[src/rtl/dice_roll_sequencer_if.sv]
// Bundle of the dice sequencer's input requests and its display/result outputs.
// The master side (host, buttons and prescaler) drives the requests; the
// sequencer is the slave.
interface dice_roll_sequencer_if;
    logic       tick;
    logic [6:0] btn_req;
    logic       host_req;
    logic [2:0] host_die;
    logic       host_ack;
    logic       busy;
    logic [3:0] digit10;
    logic [3:0] digit1;
    logic       blank10;
    logic       show;
    logic [6:0] result;
    logic       result_valid;

    modport master (
        output tick, btn_req, host_req, host_die,
        input  host_ack, busy, digit10, digit1, blank10, show, result, result_valid
    );

    modport slave (
        input  tick, btn_req, host_req, host_die,
        output host_ack, busy, digit10, digit1, blank10, show, result, result_valid
    );
endinterface

[src/rtl/dice_roll_sequencer.sv]
// Electronic dice: accepts a roll request from a button edge or a host
// handshake, free-runs a 1..N roll counter every clock while spinning, animates
// the BCD display on prescaler ticks, then settles and shows the result for a
// fixed number of ticks.
module dice_roll_sequencer #(
    parameter int unsigned SPIN_TICKS = 16,
    parameter int unsigned SHOW_TICKS = 255
) (
    input  logic                  clk,
    input  logic                  rst,
    dice_roll_sequencer_if.slave  bus
);

    typedef enum logic [1:0] {
        S_IDLE = 2'd0,
        S_SPIN = 2'd1,
        S_SHOW = 2'd2
    } state_e;

    localparam logic [7:0] SPIN_LOAD = 8'(SPIN_TICKS);
    localparam logic [7:0] SHOW_LOAD = 8'(SHOW_TICKS);

    state_e     state_q, state_d;
    logic [6:0] btn_q;
    logic       armed_q;
    logic [7:0] die_n_q, die_n_d;
    logic [7:0] roll_q, roll_d;
    logic [3:0] roll_tens_q, roll_tens_d;
    logic [3:0] roll_ones_q, roll_ones_d;
    logic [7:0] spin_q, spin_d;
    logic [7:0] show_q, show_d;
    logic [6:0] result_q, result_d;
    logic [3:0] digit10_q, digit10_d;
    logic [3:0] digit1_q, digit1_d;
    logic       blank10_q, blank10_d;
    logic       rv_q, rv_d;

    logic [6:0] btn_rise;
    logic [2:0] btn_code;
    logic       can_accept;
    logic       btn_event;
    logic       host_take;
    logic       accept;
    logic [2:0] die_code;

    // Die code to number of sides.
    function automatic logic [7:0] side_count(input logic [2:0] code);
        case (code)
            3'd0:    side_count = 8'd4;
            3'd1:    side_count = 8'd6;
            3'd2:    side_count = 8'd8;
            3'd3:    side_count = 8'd10;
            3'd4:    side_count = 8'd12;
            3'd5:    side_count = 8'd20;
            default: side_count = 8'd100;
        endcase
    endfunction

    // Request arbitration: registered-edge buttons beat the host, lowest button
    // index wins; armed_q masks the first cycle after reset so a held button is
    // not seen as an edge.
    always_comb begin
        // NOTE: every signal assigned in a combinational block gets a default
        // first, otherwise a path that skips the assignment infers a latch.
        btn_code = 3'd0;
        btn_rise = armed_q ? (bus.btn_req & ~btn_q) : 7'd0;
        for (int i = 6; i >= 0; i--) begin
            if (btn_rise[i]) btn_code = 3'(i);
        end
        can_accept = !rst && (state_q != S_SPIN);
        btn_event  = can_accept && (|btn_rise);
        host_take  = can_accept && !(|btn_rise) && bus.host_req;
        accept     = btn_event || (host_take && (bus.host_die != 3'd7));
        die_code   = btn_event ? btn_code : bus.host_die;
    end

    // Next-state and datapath: accept restarts a roll, SPIN counts rolls and
    // ticks down to the settle, SHOW ticks down back to IDLE.
    always_comb begin
        state_d     = state_q;
        die_n_d     = die_n_q;
        roll_d      = roll_q;
        roll_tens_d = roll_tens_q;
        roll_ones_d = roll_ones_q;
        spin_d      = spin_q;
        show_d      = show_q;
        result_d    = result_q;
        digit10_d   = digit10_q;
        digit1_d    = digit1_q;
        blank10_d   = blank10_q;
        rv_d        = 1'b0;

        case (state_q)
            S_IDLE, S_SHOW: begin
                if (accept) begin
                    die_n_d     = side_count(die_code);
                    roll_d      = 8'd1;
                    roll_tens_d = 4'd0;
                    roll_ones_d = 4'd1;
                    spin_d      = SPIN_LOAD;
                    state_d     = S_SPIN;
                end else if (state_q == S_SHOW && bus.tick) begin
                    show_d = (show_q != 8'd0) ? show_q - 8'd1 : 8'd0;
                    if (show_q <= 8'd1) state_d = S_IDLE;
                end
            end
            S_SPIN: begin
                // Binary and BCD roll counters advance together, wrapping N -> 1.
                if (roll_q >= die_n_q) begin
                    roll_d      = 8'd1;
                    roll_tens_d = 4'd0;
                    roll_ones_d = 4'd1;
                end else begin
                    roll_d = roll_q + 8'd1;
                    if (roll_ones_q == 4'd9) begin
                        roll_ones_d = 4'd0;
                        roll_tens_d = (roll_tens_q == 4'd9) ? 4'd0 : roll_tens_q + 4'd1;
                    end else begin
                        roll_ones_d = roll_ones_q + 4'd1;
                    end
                end
                if (bus.tick) begin
                    spin_d    = (spin_q != 8'd0) ? spin_q - 8'd1 : 8'd0;
                    digit10_d = roll_tens_q;
                    digit1_d  = roll_ones_q;
                    blank10_d = (roll_tens_q == 4'd0) && (roll_q != 8'd100);
                    if (spin_q <= 8'd1) begin
                        result_d = roll_q[6:0];
                        rv_d     = 1'b1;
                        show_d   = SHOW_LOAD;
                        state_d  = S_SHOW;
                    end
                end
            end
            default: state_d = S_IDLE;
        endcase
    end

    // State and datapath registers with synchronous reset.
    always_ff @(posedge clk) begin
        // NOTE: clocked state uses non-blocking assignments so every register
        // samples the pre-edge values regardless of statement order.
        if (rst) begin
            state_q     <= S_IDLE;
            btn_q       <= 7'd0;
            armed_q     <= 1'b0;
            die_n_q     <= 8'd0;
            roll_q      <= 8'd0;
            roll_tens_q <= 4'd0;
            roll_ones_q <= 4'd0;
            spin_q      <= 8'd0;
            show_q      <= 8'd0;
            result_q    <= 7'd0;
            digit10_q   <= 4'd0;
            digit1_q    <= 4'd0;
            blank10_q   <= 1'b1;
            rv_q        <= 1'b0;
        end else begin
            state_q     <= state_d;
            btn_q       <= bus.btn_req;
            armed_q     <= 1'b1;
            die_n_q     <= die_n_d;
            roll_q      <= roll_d;
            roll_tens_q <= roll_tens_d;
            roll_ones_q <= roll_ones_d;
            spin_q      <= spin_d;
            show_q      <= show_d;
            result_q    <= result_d;
            digit10_q   <= digit10_d;
            digit1_q    <= digit1_d;
            blank10_q   <= blank10_d;
            rv_q        <= rv_d;
        end
    end

    assign bus.host_ack     = host_take;
    assign bus.busy         = (state_q != S_IDLE);
    assign bus.show         = (state_q != S_IDLE);
    assign bus.digit10      = digit10_q;
    assign bus.digit1       = digit1_q;
    assign bus.blank10      = blank10_q;
    assign bus.result       = result_q;
    assign bus.result_valid = rv_q;

endmodule

[src/flat_wrapper.sv]
// flat-port wrapper written by rule: the top's interface ports become plain ports
module dice_roll_sequencer_flat 
#(
    parameter int unsigned SPIN_TICKS = 16,
    parameter int unsigned SHOW_TICKS = 255
)
  (clk, rst, bus_tick, bus_btn_req, bus_host_req, bus_host_die, bus_host_ack, bus_busy, bus_digit10, bus_digit1, bus_blank10, bus_show, bus_result, bus_result_valid);
  dice_roll_sequencer_if bus_i ();
  input  logic clk;
  input  logic rst;
  input wire logic [$bits(bus_i.tick)-1:0] bus_tick;
  input wire logic [$bits(bus_i.btn_req)-1:0] bus_btn_req;
  input wire logic [$bits(bus_i.host_req)-1:0] bus_host_req;
  input wire logic [$bits(bus_i.host_die)-1:0] bus_host_die;
  output wire logic [$bits(bus_i.host_ack)-1:0] bus_host_ack;
  output wire logic [$bits(bus_i.busy)-1:0] bus_busy;
  output wire logic [$bits(bus_i.digit10)-1:0] bus_digit10;
  output wire logic [$bits(bus_i.digit1)-1:0] bus_digit1;
  output wire logic [$bits(bus_i.blank10)-1:0] bus_blank10;
  output wire logic [$bits(bus_i.show)-1:0] bus_show;
  output wire logic [$bits(bus_i.result)-1:0] bus_result;
  output wire logic [$bits(bus_i.result_valid)-1:0] bus_result_valid;
  assign bus_i.tick = bus_tick;
  assign bus_i.btn_req = bus_btn_req;
  assign bus_i.host_req = bus_host_req;
  assign bus_i.host_die = bus_host_die;
  assign bus_host_ack = bus_i.host_ack;
  assign bus_busy = bus_i.busy;
  assign bus_digit10 = bus_i.digit10;
  assign bus_digit1 = bus_i.digit1;
  assign bus_blank10 = bus_i.blank10;
  assign bus_show = bus_i.show;
  assign bus_result = bus_i.result;
  assign bus_result_valid = bus_i.result_valid;
  dice_roll_sequencer #(.SPIN_TICKS(SPIN_TICKS), .SHOW_TICKS(SHOW_TICKS)) u_core (.clk(clk), .rst(rst), .bus(bus_i));
endmodule
[config.mk]
export PLATFORM = sky130hd
export DESIGN_NAME = dice_roll_sequencer_flat
export DESIGN_NICKNAME = d
export VERILOG_FILES = /design/src/rtl/dice_roll_sequencer_if.sv /design/src/rtl/dice_roll_sequencer.sv /design/src/flat_wrapper.sv
export SDC_FILE = /design/constraint.sdc
export NUM_CORES = 1
export LEC_CHECK = 0
export CORE_UTILIZATION = 60
export CTS_CLUSTER_SIZE = 14
export DETAILED_ROUTE_END_ITERATION = 10
export PLACE_DENSITY = 0.85
export SYNTH_ARGS = -nofsm -noshare
export SYNTH_HDL_FRONTEND = slang
export SYNTH_SLANG_ARGS = --single-unit
[constraint.sdc]
create_clock -name clk -period 3.2 [get_ports clk]
set_clock_uncertainty 0.15 [all_clocks]
set_input_delay 0.64 -clock clk [delete_from_list [all_inputs] [get_ports clk]]
set_output_delay 0.64 -clock clk [all_outputs]
set_load 0.005 [all_outputs]
==> impl_metrics.csv, run 1 <==
group,metric,value,unit
routing,wire_per_inst,14.8,um
outcome,status,"complete, no violations",
sta,setup_tns,0,ps
yosys,synthCells,392,
worst_hold_path,hold_class,"flop to flop",
cts,tritoncts,"yes",
setup_path,timing.critical_path.to_type,"output port",
global_routing,grt_antenna_before_repair,0,
routing,drt-total-wl,7.38,mm
setup_path,cp_slowest_stage_delay,500,ps
cts,cts_resized,0,
yosys,syn-cell-area,3310,um2
sta,setup_viol,0,
routing,drc,0,
setup_path,worstPathMaxFanout,4,
cts,cts_hold_buffers,0,
global_routing,grt_pass1_wl,12.6,mm
yosys,ys_seq_area_share,38.7,%
setup_path,r2r-start,"u_core.roll_q[5]$_SDFFE_PP0P_",
setup_path,rrSetupSlack,500,ps
sta,fin_crit,3050,ps
floorplanning,die-area,5820,um2
sta,max_freq,328,MHz
setup_path,crit_top_cell,"clkdlybuf4s50_1",
floorplanning,rows,26,
yosys,synthesis.nets,425,
setup_path,crit_arrival,2260,ps
cts,max-clock-path-buffers,2,
cts,clkLatencyLatePin,340,ps
global_routing,grt_usage,26.9,%
floorplanning,core,5200,um2
sta,post-route-period-util,95.2,%
floorplanning,initial_core_util,63.6,%
setup_path,cp_cell_sequence,"clkdlybuf4s50_1, nand2b_1, nand4_2, o21ai_0, and3_1, clkdlybuf4s50_1",
sta,hold_ws,303,ps
yosys,synth_common_cells,"dfxtp_1, nand2_1, a21oi_1",
setup_path,reg2reg_depth,7,
routing,drtIter0Drc,202,
routing,vias,2967,
yosys,synth_warnings,0,
yosys,synthDistinctLibCells,59,
finish,nets,456,
power,p_leak,1.41,nW
place,io_buffers,33,
sta,tightest_slew,557,ps
floorplanning,die_w,76.3,um
finish,design_area,3850,um2
worst_hold_path,min-delay-start,"u_core.bus.digit10[1]$_SDFFE_PP0P_",
yosys,synth_edf_count,0,
yosys,synth_top_flop_cell,"dfxtp_1",
place,dp_hpwl,5.07,mm
sta,slew_headroom,62.8,%
cts,cts_made_buffers,9,
floorplanning,die_h,76.3,um
finish,syn_to_final_growth,16.1,%
yosys,avgSynthCellArea,8.45,um2
setup_path,worstPathRequired,2410,ps
sta,rsz0062_at_grt,"false",
routing,firstDrtPassIters,5,
cts,cts_max_level,3,
yosys,yosys_register_bits,64,
cts,cts-root-buf,"clkbuf_8",
sta,hold_viol,0,
routing,ant_nets,0,
yosys,netlist.area_leader.share,38.7,%
finish,n_antenna_cell,0,
sta,final_max_slew_viol_count,0,
setup_path,cp-start-kind,"input port",
setup_path,criticalPathCategory,"input port to output port",
global_routing,grt_pass1_vias,2828,
yosys,synth_top_cell_by_area,"dfxtp_1",
global_routing,grt_max_degree,26,
cts,postCtsSetupBuffers,0,
setup_path,reg2reg_to,"u_core.roll_q[2]$_SDFFE_PP0P_",
power,ir_drop,0.441,mV
finish,utilization,73.9,%
routing,vias_per_cell,5.96,
cts,clock_sinks,64,
yosys,synth.area.top_cells,"dfxtp_1, ha_1, a21oi_1, nand2_1, nor2_1",
worst_hold_path,min_to,"u_core.bus.digit10[1]$_SDFFE_PP0P_",
finish,drive_above_1_share,9.58,%
power,power.total,1.85,mW
flow_run,max_cap_viol_count,0,
yosys,yosysMostFrequentCell,"dfxtp_1",
global_routing,gr-total-overflow,0,
yosys,synthArstFlopShare,0,%
cts,clk_pin_slew,70,ps
place,placed_cell_area,3660,um2
place,place_congestion,0.873,
worst_hold_path,whs_path_depth,2,
power,p_per_area,480,nW/um2
floorplanning,pin_count,34,
setup_path,cp_slowest_cell,"clkdlybuf4s50_1",
[power breakdown]
| group | switching, mW | total (mW) | internal, mW |
|---|---|---|---|
| logic | 0.205 | 0.339 | 0.134 |
| clock network | 0.302 | 0.643 | 0.341 |
| registers | 0.0336 | 0.865 | 0.831 |
[registers in the layout, indices dropped and copies added, names as in the netlist]
signal / cells
u_core.show_q: 8
u_core.bus.blank10: 1
u_core.bus.result_valid: 1
u_core.die_n_q: 5
u_core.btn_q: 7
u_core.roll_tens_q: 4
u_core.roll_ones_q: 4
u_core.state_q: 2
u_core.bus.digit10: 4
u_core.armed_q: 1
u_core.bus.result: 7
u_core.roll_q: 8
u_core.spin_q: 8
u_core.bus.digit1: 4
[worst max-delay path by stage]
stage | end | startpoint
final | bus_host_ack | bus_btn_req[5]
after global routing | bus_host_ack | bus_btn_req[5]
after CTS | bus_host_ack | bus_btn_req[5]
after detailed placement | bus_host_ack | bus_btn_req[5]
after global placement | bus_host_ack | bus_btn_req[6]
after floorplan | u_core.die_n_q[3]$_SDFFE_PP0P_ | rst
[final cells by class]
cell class / instances / area [um2]
clock buffers: 13 / 169
well taps: 70 / 87.6
flip-flops and latches: 64 / 1280
multi-input cells: 293 / 1870
clock inverters: 3 / 15.0
fillers: 403 / 1360
repair buffers: 37 / 355
inverters: 18 / 67.6
[placed cells by master (no fill, tap or decap), drive strengths merged, types with 3 or more instances in the layout]
cell | netlist | routed
nand4 | 10 | 10
ha | 19 | 19
nand2 | 53 | 53
nor3 | 6 | 6
a311oi | 10 | 10
a21o | 3 | 3
nand2b | 17 | 17
clkinv | 1 | 4
o21a | 3 | 3
buf | 9 | 5
a211oi | 5 | 5
inv | 17 | 17
o21ai | 14 | 14
dfxtp | 64 | 64
a31oi | 12 | 12
nand3b | 3 | 3
and3 | 4 | 4
o31ai | 6 | 6
nand3 | 11 | 11
and2 | 5 | 5
a21oi | 39 | 39
nor2b | 11 | 11
clkdlybuf4s50 | 0 | 32
nor2 | 29 | 29
clkbuf | 8 | 13
a22oi | 4 | 4
[kinds of logic (layout without fill, tap and decap cells)]
kind of cell | after synthesis | count (layout) | share of synthesized area, %
AO/OA/AOI/OAI | 109 | 109 | 22.4
AND/OR/NAND/NOR | 163 | 163 | 26.2
flip-flops | 64 | 64 | 38.7
adder cells (fa/ha/maj) | 19 | 19 | 7.18
buffers and inverters | 35 | 71 | 4.84
multiplexers | 2 | 2 | 0.680
[worst max-delay path, delay by kind of cell]
family / cells / cell delay [ps]
compound gates: 1 / 180
simple gates: 3 / 520
buf+inv: 2 / 920
[stage by stage]
stage,instances,setup WS [ps]
after CTS,498,153
after detailed placement,482,169
after global placement,482,190
final,498,153
after global routing,498,81.3
after floorplan,392,1050
[metal layers]
layer / track usage [%] / share of wire, % / vias to the layer above
met5: 0 / 0 / -
met4: 13.5 / 2.7 / 0
met2: 45.9 / 47 / 78
li1: - / - / 1480
met3: 4.07 / 4.5 / 20
met1: 32.9 / 45 / 1389
Power figures use the tool's default switching activity.
==> inputs of run 2 (changes only) <==
--- a/config.mk
+++ b/config.mk
@@ -5,10 +5,11 @@
 export SDC_FILE = /design/constraint.sdc
 export NUM_CORES = 1
 export LEC_CHECK = 0
-export CORE_UTILIZATION = 60
+export CORE_MARGIN = 8
+export CORE_UTILIZATION = 57
 export CTS_CLUSTER_SIZE = 14
 export DETAILED_ROUTE_END_ITERATION = 10
-export PLACE_DENSITY = 0.85
+export PLACE_DENSITY = 0.81
 export SYNTH_ARGS = -nofsm -noshare
 export SYNTH_HDL_FRONTEND = slang
 export SYNTH_SLANG_ARGS = --single-unit
==> constraint.sdc (replaced) <==
create_clock -name clk -period 3.38 [get_ports clk]
set_clock_uncertainty 0.15 [all_clocks]
set_input_delay 0.676 -clock clk [delete_from_list [all_inputs] [get_ports clk]]
set_output_delay 0.676 -clock clk [all_outputs]
set_load 0.005 [all_outputs]
==> impl_metrics.csv, run 2 (synthesis results as in run 1) <==
group,metric,value,unit
outcome,status,"complete, no violations",
cts,cts_hold_buffers,0,
cts,cts_made_buffers,9,
sta,post-route-period-util,92.2,%
routing,ant_nets,0,
finish,nets,454,
power,ir_drop,0.368,mV
finish,final_common_cell,"dfxtp_1",
sta,tightest_slew,639,ps
sta,setup_tns,0,ps
worst_hold_path,hold_class,"flop to flop",
power,power_frac_seq,43.8,%
power,p_sw,0.505,mW
sta,setup_viol,0,
finish,drive_above_1_share,8.94,%
routing,drt-total-wl,7.37,mm
routing,wire_per_inst,14.8,um
sta,hold_viol,0,
routing,vias,2898,
global_routing,grt_max_degree,61,
cts,clk_pin_slew,70,ps
global_routing,grt_pass1_wl,12.6,mm
setup_path,crit_arrival,2290,ps
cts,cts_max_level,3,
cts,cts_resized,0,
power,p_per_area,483,nW/um2
setup_path,worstPathRequired,2550,ps
finish,final_cell_mix,"dfxtp_1, nand2_1, a21oi_1",
cts,clock_sinks,64,
floorplanning,rows,27,
finish,reg_top3,"u_core.roll_q x8, u_core.show_q x8, u_core.spin_q x8",
sta,slew_headroom,57.4,%
place,place_inst,482,
setup_path,cp-start-kind,"input port",
flow_run,max_cap_viol_count,0,
floorplanning,core,5570,um2
power,pwr-share-comb,16.9,%
setup_path,worstPathMaxFanout,4,
sta,rsz0062_at_grt,"false",
power,cell_internal_pwr,1.36,mW
place,place_congestion,0.927,
cts,tritoncts,"yes",
cts,clkLatencyLatePin,340,ps
worst_hold_path,whs_path_depth,2,
power,power_frac_clock,39.3,%
cts,max-clock-path-buffers,2,
cts,postCtsSetupBuffers,0,
power,switching_share,27.0,%
floorplanning,die_w,92.2,um
place,dp_hpwl,5.14,mm
sta,max_freq,321,MHz
sta,fin_crit,3120,ps
setup_path,timing.critical_path.to_type,"output port",
setup_path,reg2reg_depth,8,
routing,firstDrtPassIters,5,
cts,cts-root-buf,"clkbuf_8",
floorplanning,die-area,8510,um2
place,io_buffers,33,
finish,n_antenna_cell,0,
power,p_leak,1.41,nW
routing,drtIter0Drc,139,
floorplanning,initial_core_util,59.4,%
floorplanning,pin_count,34,
setup_path,criticalPathCategory,"input port to output port",
finish,syn_to_final_growth,16.8,%
global_routing,grt_antenna_before_repair,0,
floorplanning,die_h,92.2,um
routing,drc,0,
global_routing,grt_pass1_vias,2802,
sta,final_max_slew_viol_count,0,
routing,vias_per_cell,5.83,
global_routing,grt_usage,18.0,%
global_routing,gr-total-overflow,0,
finish,finalNonFillerCells,497,
-- run 2: changes by cell type in the layout (fill, tap and decap cells not counted), sizes merged --
cell    previous run  this run
clkinv             4         2
bufinv             0         2
clkbuf            13        12
buf                5         3
-- run 2: area by class of cell --
type                    instances  area, um2
multi-input cells             293       1870
fillers                       454       1700
flip-flops and latches         64       1280
repair buffers                 35        340
clock buffers                  12        155
well taps                      72       90.1
inverters                      18       67.6
clock inverters                 3       65.1
-- run 2: power by group through the flow --
stage	registers, mW	clock network (mW)	logic (mW)
after floorplan	0.825	0	0.241
after global placement	0.833	0	0.306
after detailed placement	0.834	0	0.312
after CTS	0.818	0.747	0.314
after global routing	0.823	0.781	0.352
final	0.819	0.735	0.315
-- run 2: worst max-delay path, cell delays in order --
cell             delay [ps]
clkdlybuf4s50_1         410
or2b_1                  190
nand3_2                 140
o21ai_0                 190
and3_1                  170
clkdlybuf4s50_1         500
-- run 2: routing by layer --
layer	vias to the layer above	share of wire, %	global-route usage (%)
li1	1466	-	-
met1	1369	46	21.4
met2	50	48	29.1
met3	13	4.4	5.38
met4	0	1.7	7.79
met5	-	0	0
-- run 2: path summary, 6_finish.rpt --
check / from / to / slack [ps]
worst max-delay path: bus_btn_req[6] / bus_host_ack / 260
worst min-delay path: u_core.bus.digit10[1]$_SDFFE_PP0P_ / u_core.bus.digit10[1]$_SDFFE_PP0P_ / 300
worst max register to register: u_core.roll_q[4]$_SDFFE_PP0P_ / u_core.roll_q[2]$_SDFFE_PP0P_ / 810
worst min register to register: u_core.bus.digit10[1]$_SDFFE_PP0P_ / u_core.bus.digit10[1]$_SDFFE_PP0P_ / 300
-- run 2: through the flow --
step / hold slack, ps / area, um2 / setup slack, ps / total power [mW] / utilization (%)
CTS: 306 / 3870 / 260 / 1.88 / 69.4
detailed placement: 296 / 3650 / 275 / 1.15 / 65.5
finish: 303 / 3870 / 262 / 1.87 / 69.4
global placement: 291 / 3650 / 294 / 1.14 / 65.5
global route: 316 / 3870 / 167 / 1.96 / 69.4
floorplan: 282 / 3310 / 1200 / 1.07 / -
==> inputs of run 3 (changes only) <==
--- a/config.mk
+++ b/config.mk
@@ -5,11 +5,13 @@
 export SDC_FILE = /design/constraint.sdc
 export NUM_CORES = 1
 export LEC_CHECK = 0
+export CORE_ASPECT_RATIO = 1.2
 export CORE_MARGIN = 8
-export CORE_UTILIZATION = 57
+export CORE_UTILIZATION = 60
 export CTS_CLUSTER_SIZE = 14
 export DETAILED_ROUTE_END_ITERATION = 10
-export PLACE_DENSITY = 0.81
+export DONT_BUFFER_PORTS = 1
+export PLACE_DENSITY = 0.77
 export SYNTH_ARGS = -nofsm -noshare
 export SYNTH_HDL_FRONTEND = slang
 export SYNTH_SLANG_ARGS = --single-unit
==> impl_metrics.csv, run 3 (synthesis results as in run 1) <==
group,metric,value,unit
floorplanning,initial_core_util,62.5,%
sta,final_max_slew_viol_count,0,
cts,cts_resized,0,
finish,nets,421,
routing,ant_nets,0,
setup_path,timing.critical_path.to_type,"flop",
power,power.total,1.82,mW
cts,cts_hold_buffers,0,
finish,final_common_cell,"dfxtp_1",
floorplanning,die_h,97.4,um
floorplanning,pin_count,34,
sta,hold_viol,0,
routing,wire_per_inst,15.5,um
sta,max_freq,424,MHz
sta,fin_crit,2360,ps
sta,setup_tns,0,ps
finish,reg_top3,"u_core.roll_q x8, u_core.show_q x8, u_core.spin_q x8",
place,io_buffers,0,
routing,drtIter0Drc,125,
worst_hold_path,hold_class,"input port to flop",
global_routing,grt_antenna_before_repair,0,
cts,cts_made_buffers,9,
setup_path,worstPathRequired,3470,ps
sta,slew_headroom,63.9,%
cts,cts-root-buf,"clkbuf_8",
routing,drt-total-wl,7.05,mm
global_routing,gr-total-overflow,0,
routing,drc,0,
routing,vias_per_cell,6.09,
sta,tightest_slew,536,ps
cts,cts_max_level,3,
flow_run,max_cap_viol_count,0,
routing,vias,2773,
finish,final_cell_mix,"dfxtp_1, nand2_1, a21oi_1",
sta,setup_viol,0,
setup_path,cp-start-kind,"flop",
setup_path,worstPathMaxFanout,12,
cts,clock_sinks,64,
cts,tritoncts,"yes",
global_routing,grt_max_degree,63,
routing,firstDrtPassIters,4,
place,place_congestion,0.825,
place,placed_cell_area,3310,um2
floorplanning,rows,29,
cts,clk_pin_slew,80,ps
power,p_per_area,515,nW/um2
cts,clkLatencyLatePin,340,ps
global_routing,grt_pass1_vias,2792,
cts,max-clock-path-buffers,2,
cts,postCtsSetupBuffers,0,
floorplanning,die_w,83.8,um
sta,post-route-period-util,69.7,%
power,p_leak,1.29,nW
outcome,status,"complete, no violations",
power,ir_drop,0.326,mV
setup_path,criticalPathCategory,"flop to flop",
finish,utilization,66.7,%
finish,drive_above_1_share,9.92,%
floorplanning,die-area,8160,um2
finish,design_area,3530,um2
place,dp_hpwl,4.96,mm
sta,rsz0062_at_grt,"false",
floorplanning,core,5300,um2
setup_path,crit_arrival,2450,ps
finish,syn_to_final_growth,6.65,%
finish,n_antenna_cell,0,
global_routing,grt_usage,18.1,%
global_routing,grt_pass1_wl,12.6,mm
[run 3: changes by cell type in the layout (fill, tap and decap cells not counted), sizes merged]
cell           delta
clkbuf            -2
clkinvlp          +1
clkdlybuf4s50    -32
clkinv            +2
buf               -1
[run 3: cell type report]
class,instances,area (um2)
clock inverter,6,82.6
tap,62,77.6
clock buffer,10,138
multi-input combinational,293,1870
inverter,18,67.6
sequential,64,1280
timing repair buffer,2,15.0
fill,458,1770
[run 3: report_power, final]
| group | switching, mW | internal (mW) |
|---|---|---|
| Combinational | 0.170 | 0.104 |
| Sequential | 0.0318 | 0.787 |
| Clock | 0.295 | 0.431 |
| Total | 0.497 | 1.32 |
[run 3: stage by stage]
stage	setup WS, ps	cells	hold slack (ps)
6_report	1020	455	255
5_1_grt	867	455	233
2_1_floorplan	1200	392	282
4_1_cts	1040	455	241
3_5_place_dp	1070	439	308
3_3_place_gp	1120	439	303
[run 3: routing by layer]
layer	vias up	wire (um)	share of wire, %	GRT usage, %
met5	-	0	0	0
met4	0	76	1.1	7.86
met3	7	376	5.3	5.12
met2	55	3610	51	31.2
met1	1308	2990	42	20.0
li1	1403	-	-	-
[run 3: path summary, 6_finish.rpt]
check                                 start                        endpoint  slack [ps]  cells past startpoint
min reg2reg  u_core.die_n_q[5]$_SDFFE_PP0P_  u_core.die_n_q[5]$_SDFFE_PP0P_         320                      2
max           u_core.roll_q[4]$_SDFFE_PP0P_   u_core.roll_q[2]$_SDFFE_PP0P_        1020                      8
min                                     rst      u_core.btn_q[6]$_SDFF_PP0_         250                      1
max reg2reg   u_core.roll_q[4]$_SDFFE_PP0P_   u_core.roll_q[2]$_SDFFE_PP0P_        1020                      8
[run 3: worst max-delay path, cell delays in order (launching register included)]
cell and delay [ps]:
dfxtp_1 500, ha_1 290, o21a_1 180, o21ai_0 160, a31oi_1 90, nor4_4 170, buf_4 230, or2b_1 240
a311oi_1 270
